### src/rtl/serial_frame_loader.sv
// Receives the MCU's three-wire LED update stream, assembles and length-checks a
// 96-bit frame, and commits per-digit segment/anode masks atomically on latch.
module serial_frame_loader #(
    parameter int SYNC_STAGES    = 2,
    parameter int TIMEOUT_CYCLES = 20800
) (
    input  logic       clk,
    input  logic       rst,
    input  logic       ser_clk,
    input  logic       ser_data,
    input  logic       ser_latch,
    output logic [6:0] red_d1,
    output logic [6:0] red_d2,
    output logic [6:0] red_d3,
    output logic [6:0] red_d4,
    output logic [6:0] grn_d1,
    output logic [6:0] grn_d2,
    output logic [6:0] grn_d3,
    output logic [6:0] grn_d4,
    output logic [5:0] leda_d1,
    output logic [5:0] leda_d2,
    output logic [5:0] leda_d3,
    output logic [5:0] leda_d4,
    output logic       frame_valid,
    output logic       frame_err,
    output logic       busy
);

    localparam logic [6:0]  FULL_COUNT = 7'd96;
    localparam logic [6:0]  OVF_COUNT  = 7'd97;
    localparam logic [14:0] TMO_LAST   = 15'(TIMEOUT_CYCLES - 1);

    // Lane order: 0 = ser_clk, 1 = ser_data, 2 = ser_latch. Identical depth keeps
    // data aligned with the clock edge that samples it.
    logic [2:0] line_in;
    logic [2:0] line_sync;

    assign line_in = {ser_latch, ser_data, ser_clk};

    genvar gi;
    generate
        for (gi = 0; gi < 3; gi++) begin : g_sync
            logic [SYNC_STAGES-1:0] stage_reg;

            always_ff @(posedge clk) begin
                if (rst) begin
                    stage_reg <= '1;
                end else begin
                    stage_reg <= {stage_reg[SYNC_STAGES-2:0], line_in[gi]};
                end
            end

            assign line_sync[gi] = stage_reg[SYNC_STAGES-1];
        end
    endgenerate

    logic clk_hist_reg;
    logic latch_hist_reg;
    logic clk_rise;
    logic latch_rise;

    always_ff @(posedge clk) begin
        if (rst) begin
            clk_hist_reg   <= 1'b1;
            latch_hist_reg <= 1'b1;
        end else begin
            clk_hist_reg   <= line_sync[0];
            latch_hist_reg <= line_sync[2];
        end
    end

    assign clk_rise   = line_sync[0] & ~clk_hist_reg;
    assign latch_rise = line_sync[2] & ~latch_hist_reg;

    // The oldest of the 96 bits is an ignored slot (digit 4, bit 23), so only
    // the newest 95 bits need storage.
    logic [94:0] shreg_reg;
    logic [94:0] shreg_next;
    logic [6:0]  bit_cnt_reg;
    logic [6:0]  bit_cnt_shift;
    logic [6:0]  bit_cnt_next;
    logic [14:0] tmo_reg;
    logic [14:0] tmo_next;
    logic        load_next;
    logic        valid_next;
    logic        err_next;

    always_comb begin
        shreg_next    = shreg_reg;
        bit_cnt_shift = bit_cnt_reg;
        tmo_next      = tmo_reg;
        load_next     = 1'b0;
        valid_next    = 1'b0;
        err_next      = 1'b0;

        if (clk_rise) begin
            shreg_next = {shreg_reg[93:0], line_sync[1]};
            if (bit_cnt_reg != OVF_COUNT) begin
                bit_cnt_shift = bit_cnt_reg + 7'd1;
            end
            tmo_next = '0;
        end else if (bit_cnt_reg != 7'd0) begin
            tmo_next = tmo_reg + 15'd1;
        end

        bit_cnt_next = bit_cnt_shift;

        // Length check sees the post-shift count so a latch coincident with the
        // final bit still commits.
        if (latch_rise) begin
            bit_cnt_next = '0;
            tmo_next     = '0;
            if (bit_cnt_shift == FULL_COUNT) begin
                load_next  = 1'b1;
                valid_next = 1'b1;
            end else begin
                err_next = 1'b1;
            end
        end else if (!clk_rise && bit_cnt_reg != 7'd0 && tmo_reg == TMO_LAST) begin
            bit_cnt_next = '0;
            tmo_next     = '0;
            err_next     = 1'b1;
        end
    end

    logic [3:0][6:0] red_reg;
    logic [3:0][6:0] grn_reg;
    logic [3:0][5:0] leda_reg;
    logic            valid_reg;
    logic            err_reg;
    logic            busy_reg;

    always_ff @(posedge clk) begin
        if (rst) begin
            shreg_reg   <= '0;
            bit_cnt_reg <= '0;
            tmo_reg     <= '0;
            red_reg     <= '0;
            grn_reg     <= '0;
            leda_reg    <= '0;
            valid_reg   <= 1'b0;
            err_reg     <= 1'b0;
            busy_reg    <= 1'b0;
        end else begin
            shreg_reg   <= shreg_next;
            bit_cnt_reg <= bit_cnt_next;
            tmo_reg     <= tmo_next;
            valid_reg   <= valid_next;
            err_reg     <= err_next;
            busy_reg    <= (bit_cnt_next != 7'd0);
            if (load_next) begin
                for (int d = 0; d < 4; d++) begin
                    red_reg[d]  <= shreg_next[24*d+16 +: 7];
                    grn_reg[d]  <= shreg_next[24*d+8 +: 7];
                    leda_reg[d] <= shreg_next[24*d +: 6];
                end
            end
        end
    end

    assign red_d1      = red_reg[0];
    assign red_d2      = red_reg[1];
    assign red_d3      = red_reg[2];
    assign red_d4      = red_reg[3];
    assign grn_d1      = grn_reg[0];
    assign grn_d2      = grn_reg[1];
    assign grn_d3      = grn_reg[2];
    assign grn_d4      = grn_reg[3];
    assign leda_d1     = leda_reg[0];
    assign leda_d2     = leda_reg[1];
    assign leda_d3     = leda_reg[2];
    assign leda_d4     = leda_reg[3];
    assign frame_valid = valid_reg;
    assign frame_err   = err_reg;
    assign busy        = busy_reg;

endmodule

### config.mk
export PLATFORM = sky130hd
export DESIGN_NAME = serial_frame_loader
export DESIGN_NICKNAME = d
export VERILOG_FILES = /design/src/rtl/serial_frame_loader.sv
export SDC_FILE = /design/constraint.sdc
export NUM_CORES = 1
export LEC_CHECK = 0
export ABC_CLOCK_PERIOD_IN_PS = 2800
export CORE_MARGIN = 8
export CORE_UTILIZATION = 40
export CTS_CLUSTER_DIAMETER = 40
export DETAILED_ROUTE_END_ITERATION = 7
export SETUP_SLACK_MARGIN = 0.15
export SYNTH_ARGS = -nofsm -noshare
export SYNTH_HDL_FRONTEND = slang
export SYNTH_SLANG_ARGS = --single-unit
### constraint.sdc
create_clock -name clk -period 2.8 [get_ports clk]
set_input_delay 0.28 -clock clk [delete_from_list [all_inputs] [get_ports clk]]
set_output_delay 0.28 -clock clk [all_outputs]
set_load 0.005 [all_outputs]
---- Word-level counts from Yosys, hierarchy flattened ----
Cells that the tools add are included.
word-level totals
  output and inout port bits .............. 83
  input bits .............................. 5
  logic and storage cells ................. 49
  bits in registers ....................... 208
cells by class
  equal/unequal tests ..................... 3
  multiplexer cells ....................... 10
  bitwise operators ....................... 4
  $add $sub $neg .......................... 2
  reductions and logical operators ........ 6
operators by type and width
  cell                                                              number
  95-bit 2-to-1 mux                                                 1
  7-bit 2-to-1 mux                                                  4
  15-bit by 1-bit adder with 15-bit output (second input constant)  1
  15-bit == test (second input constant)                            1
  7-bit nonzero test                                                2
  7-bit by 1-bit adder with 7-bit output (second input constant)    1
  7-bit == test (second input constant)                             1
  7-bit inequality test (second input constant)                     1
  1-bit 2-to-1 mux                                                  5
  4-bit OR reduction                                                1
  1-bit bitwise AND                                                 2
  1-bit logical AND                                                 2
  1-bit inverter                                                    2
  1-bit logical NOT                                                 1

---- Logic depth before layout (Yosys ltp) ----
  depth in word-level cells ............... 8
  depth in mapped cells ................... 8
  gate-level depth less buffers ........... 7

---- Worst setup path before layout ----
OpenSTA, ideal clock, no wires.
  path kind ............................... register to register
  from .................................... register bit_cnt_reg[0]
  to ...................................... register grn_reg (netlist bit grn_d1[0])
  path buffers ............................ 1
  arrival ................................. 2.260 ns
  setup slack ............................. 0.417 ns
  stages on the path, launching flop included .. 9
  path through ............................ dfxtp_1 -> inv_1 -> ha_1 -> or4bb_1 -> o32a_1 -> nand3_1 -> o2111ai_2 -> buf_2 -> mux2_1
between the ends
  cells in the longest elaborated chain, start to end .. 6
  elaborated cells between the ends (all ways) .. 7
  those cells by class .................... 1 x add/sub; 2 x eq/ne; 4 x mux
RTL lines
  what                                                                             RTL line  text
  start: declaration                                                               79        logic [6:0] bit_cnt_reg;
  start signal: assignment                                                         146       bit_cnt_reg <= bit_cnt_next;
  7-bit by 1-bit adder with 7-bit output or 7-bit inequality test (tied branches)  99, 98
  7-bit 2-to-1 mux                                                                 98        if (bit_cnt_reg != OVF_COUNT) begin
  7-bit 2-to-1 mux (*)                                                             96        if (clk_rise) begin
  7-bit == test (*)                                                                113       if (bit_cnt_shift == FULL_COUNT) begin
  1-bit 2-to-1 mux (*)                                                             113
  1-bit 2-to-1 mux (*)                                                             --
  end signal: indexed assignment                                                   154       grn_reg[d] <= shreg_next[24*d+8 +: 7];
  end: declaration                                                                 127       logic [3:0][6:0] grn_reg;
Mark *: on every way between the ends. The rest lies on a longest branch, timed or not.
A chain may end at the register's enable or synchronous reset.

---- Worst setup path in the final report ----
  from .................................... register bit_cnt_reg[1]
  to ...................................... register grn_reg (netlist bit grn_d2[3])
Same word-level chain as after synthesis.

==> metrics list <==
- The worst register-to-register path begins at bit_cnt_reg[1]$_SDFF_PP0_.
- Max H-tree Level: 1
- The worst hold path begins at rst.
- At the end of the flow the core is filled with cells to 51.7%.
- The largest total area in the synthesized netlist belongs to sky130_fd_sc_hd__dfxtp_1.
- Clock slew at reported path FFs: 0.05 ns
- Family of cells with the greatest summed delay on the critical path: compound AO/OA/AOI/OAI gates
* Std-Cell Core Area: 0.0193 mm2
* Placement row count: 51
* Number of nets with antenna violations after routing: 0
- Cell area after placement: 0.00892 mm2
- Number of cells on the worst reg-to-reg path: 9
- On the final layout, the worst clock skew is 0.00979 ns.
- Number of buffers between clock root and the deepest sink: 3
* Clock Sink Count: 208
- Headroom to the max-slew limit came out at 31.5%.
* Vias per std cell: 4.74
* Multiplexer share of the synthesized area: 11.7%
- Buffers placed on the I/O ports in this run total 87.
- The flow ran to the end, and the final reports show no timing, DRC or antenna violations.
- Walking the worst path, the cells encountered are inv_1, ha_1, nand3_1, o31ai_1, a211oi_1, o2111ai_4, buf_12, clkbuf_16, mux2_1.
- In this run the cell area of the synthesized design comes to 0.00780 mm2.
- Worst Hold Class: primary input to flip-flop
- The worst setup path is launched from a flip-flop.
- The most critical setup path has its startpoint at bit_cnt_reg[1]$_SDFF_PP0_.
- Non-filler instance count after layout: 1206
- Yosys attributes the largest share of cell area to sky130_fd_sc_hd__dfxtp_1, sky130_fd_sc_hd__mux2_1, sky130_fd_sc_hd__nand2_1.
- The worst-case IR drop observed on VDD is 0.433 mV.
- Dividing the detail-routed wire length by the instance count gives 14.2 um.
* Final sum of negative setup slack: 0 ns
* Share of synthesized cell area in full adder, half adder and majority cells: 0.641%
* Drt pass-1 iters: 5
- Slew at the pin closest to its max-slew limit: 1.03 ns
* Die outline area: 0.0242 mm2
- Sequential cells were found to cover 53.4% of the synthesized design area.
* Leakage component of the power: 3.69 nW
* Post-layout minimum cycle time: 2.56 ns
* Worst Setup EP: grn_d2[3]$_SDFFE_PP0P_
* Setup repair after global routing missed its margin: false
- Insertion delay to the later sink of the worst-skew pair: 0.52 ns
- The first global-routing pass estimated 27500 um of wire.
- Compared with the post-synthesis result, the final layout area differs by 28.1%.
* Arr. time, crit path: 2.96 ns
- XOR/XNOR share of the synthesized area: 1.91%
- Mean instance size in the synthesized netlist: 9.29 um2
- The critical path contains buffers and inverters numbering 3 combined.
- Measured along the x axis, the die boundary spans 156 um.
* Post-synth top area share: 53.4%
- EDFF count, synth: 0
* Number of failing setup endpoints in the final timing report: 0
* Number of buffers created by CTS: 29
* Synthesized-area fraction occupied by and/or/nand/nor cells: 21.2%
* GP Congestion: 0.811
- The most used flip-flop cell after synthesis is sky130_fd_sc_hd__dfxtp_1.
* Half-perimeter wire length after placement: 9430 um
- Post-synthesis instance total: 840
* Die Y-Extent: 156 um
* Worst Path Class, Setup: flip-flop to flip-flop
- Syn. warnings: 0
* R2R Path End: grn_d2[3]$_SDFFE_PP0P_
- Total Power: 0.00661 W
- Entering global routing, the biggest net connects 116 pins.
- Cell with the largest stage delay on the worst path: sky130_fd_sc_hd__a211oi_1
- TritonCTS built the clock tree.
- Endpoint required time on the critical path: 3.20 ns
- Complex-gate fraction of the synthesized area: 8.02%
* Vias in the first global route: 5599
* Maximum net fanout on the critical path: 20
- In this run, synthesis produced a sequential element count of 208.
- Max-slew violation count: 0
* Antenna cells: 0
- Via count: 5718
- Worst R2R Setup Slack: 0.24 ns
- The number of placed instances, taps included, is 1148.
- Maximum frequency from static timing analysis: 391 MHz
* Kind of end point of the critical path: flip-flop
* Total routed wirelength: 17100 um
- The largest single stage delay on the critical path is 0.55 ns.
- Remaining Overflow, GRT: 0
- Total global routing track utilization: 13.3%
- Final Hold Vio Count: 0
* Residual DRC count: 0
- The initial antenna violation count came to 0.
- Largest family of logic cells by synthesized area: simple AND/OR/NAND/NOR gates
- Mapped Nets: 849
- Starting density of the core: 40.4%
* CTS Root Cell: sky130_fd_sc_hd__clkbuf_16
* Final net count: 929
* Max Cap Viol: 0
- I/O pin total: 88
- For this design the ratio of total power to cell area is 661 mW/mm2.
* Library cells used by synthesis: 43
* Share of cells above drive strength 1: 9.03%
- The finished cells cover 0.00999 mm2.
- Flip-flop count of the largest register, all copies and words added: 95
* Number of logic stages on the critical path including buffering: 9
* Final cycle utilization of the critical path: 91.3%
- Async set-reset flop share out of synthesis: 0%
- First-iteration detailed-routing DRC count: 329
[per-stage QoR]
stage	setup slack, ns	hold slack, ns
floorplan	0.417	0.384
global placement	0.232	0.399
detailed placement	0.178	0.398
CTS	0.147	0.158
global route	0.154	0.182
finish	0.243	0.176
[final cells by class]
class / count / area (um2)
repair buffers: 104 / 1090
well taps: 265 / 332
clock inverters: 17 / 179
clock buffers: 35 / 768
flip-flops and latches: 208 / 4170
inverters: 7 / 26.3
multi-input cells: 570 / 3440
fillers: 1821 / 9340
[layout by cell type (no fill, tap or decap), types with 3 or more instances in the layout]
cell type / instances
sky130_fd_sc_hd__a21oi_1: 98
sky130_fd_sc_hd__ha_1: 4
sky130_fd_sc_hd__buf_6: 3
sky130_fd_sc_hd__inv_6: 7
sky130_fd_sc_hd__clkdlybuf4s50_1: 86
sky130_fd_sc_hd__buf_12: 3
sky130_fd_sc_hd__buf_4: 9
sky130_fd_sc_hd__mux2_1: 79
sky130_fd_sc_hd__xnor2_1: 13
sky130_fd_sc_hd__or2_2: 9
sky130_fd_sc_hd__inv_1: 7
sky130_fd_sc_hd__nor3_1: 5
sky130_fd_sc_hd__nor4_1: 3
sky130_fd_sc_hd__nor2_1: 28
sky130_fd_sc_hd__dfxtp_1: 206
sky130_fd_sc_hd__nor2b_1: 81
sky130_fd_sc_hd__nand3_1: 5
sky130_fd_sc_hd__clkinvlp_4: 4
sky130_fd_sc_hd__clkbuf_1: 4
sky130_fd_sc_hd__or3_1: 4
sky130_fd_sc_hd__o21ai_0: 3
sky130_fd_sc_hd__nand4_1: 4
sky130_fd_sc_hd__xor2_1: 4
sky130_fd_sc_hd__clkbuf_16: 31
sky130_fd_sc_hd__nand2_1: 197
[cells in the mapped netlist, drive strengths merged, types with 5 or more instances]
cell / count
nor2: 28
clkbuf: 38
or2: 9
inv: 7
mux2: 80
buf: 17
xnor2: 13
nand2: 197
dfxtp: 208
a21oi: 98
nor2b: 82
nor3: 5
nand3: 7
[metal layers]
layer | GRT usage (%) | share of wire, % | vias up
li1 | - | - | 2923
met1 | 17.3 | 49 | 2670
met2 | 21.2 | 44 | 102
met3 | 3.74 | 5.5 | 23
met4 | 3.84 | 1.5 | 0
met5 | 0 | 0 | -
[cell families (layout without fill, tap and decap cells)]
group                    Yosys count  count (layout)
XOR/XNOR                          17              17
flip-flops                       208             208
buffers and inverters             62             163
adder cells (fa/ha/maj)            4               4
AND/OR/NAND/NOR                  354             354
multiplexers                      81              81
AO/OA/AOI/OAI                    114             114
[how the worst min path moves through the flow]
| stage | slack, ns | cells past startpoint | to |
|---|---|---|---|
| after floorplan | 0.38 | 1 | g_sync[0].stage_reg[0]$_SDFF_PP1_ |
| after global placement | 0.40 | 1 | g_sync[2].stage_reg[1]$_SDFF_PP1_ |
| after detailed placement | 0.40 | 1 | g_sync[2].stage_reg[1]$_SDFF_PP1_ |
| after CTS | 0.16 | 2 | shreg_reg[41]$_SDFF_PP0_ |
| after global routing | 0.18 | 2 | shreg_reg[41]$_SDFF_PP0_ |
| final | 0.18 | 2 | shreg_reg[41]$_SDFF_PP0_ |
[where the power goes]
group / switching [W] / leakage, nW / internal, W
clock network: 0.00136 / 0.453 / 0.00217
registers: 0.00000518 / 1.68 / 0.00297
logic: 0.0000815 / 1.56 / 0.0000282
[repair_timing]
action,CTS,global route
gates cloned,0,5
endpoints found under the hold margin,0,0
hold buffers,0,0
setup buffers,0,1
gates resized for setup,0,11
endpoints found under the setup margin,1,81
(Power assumes the default switching activity.)
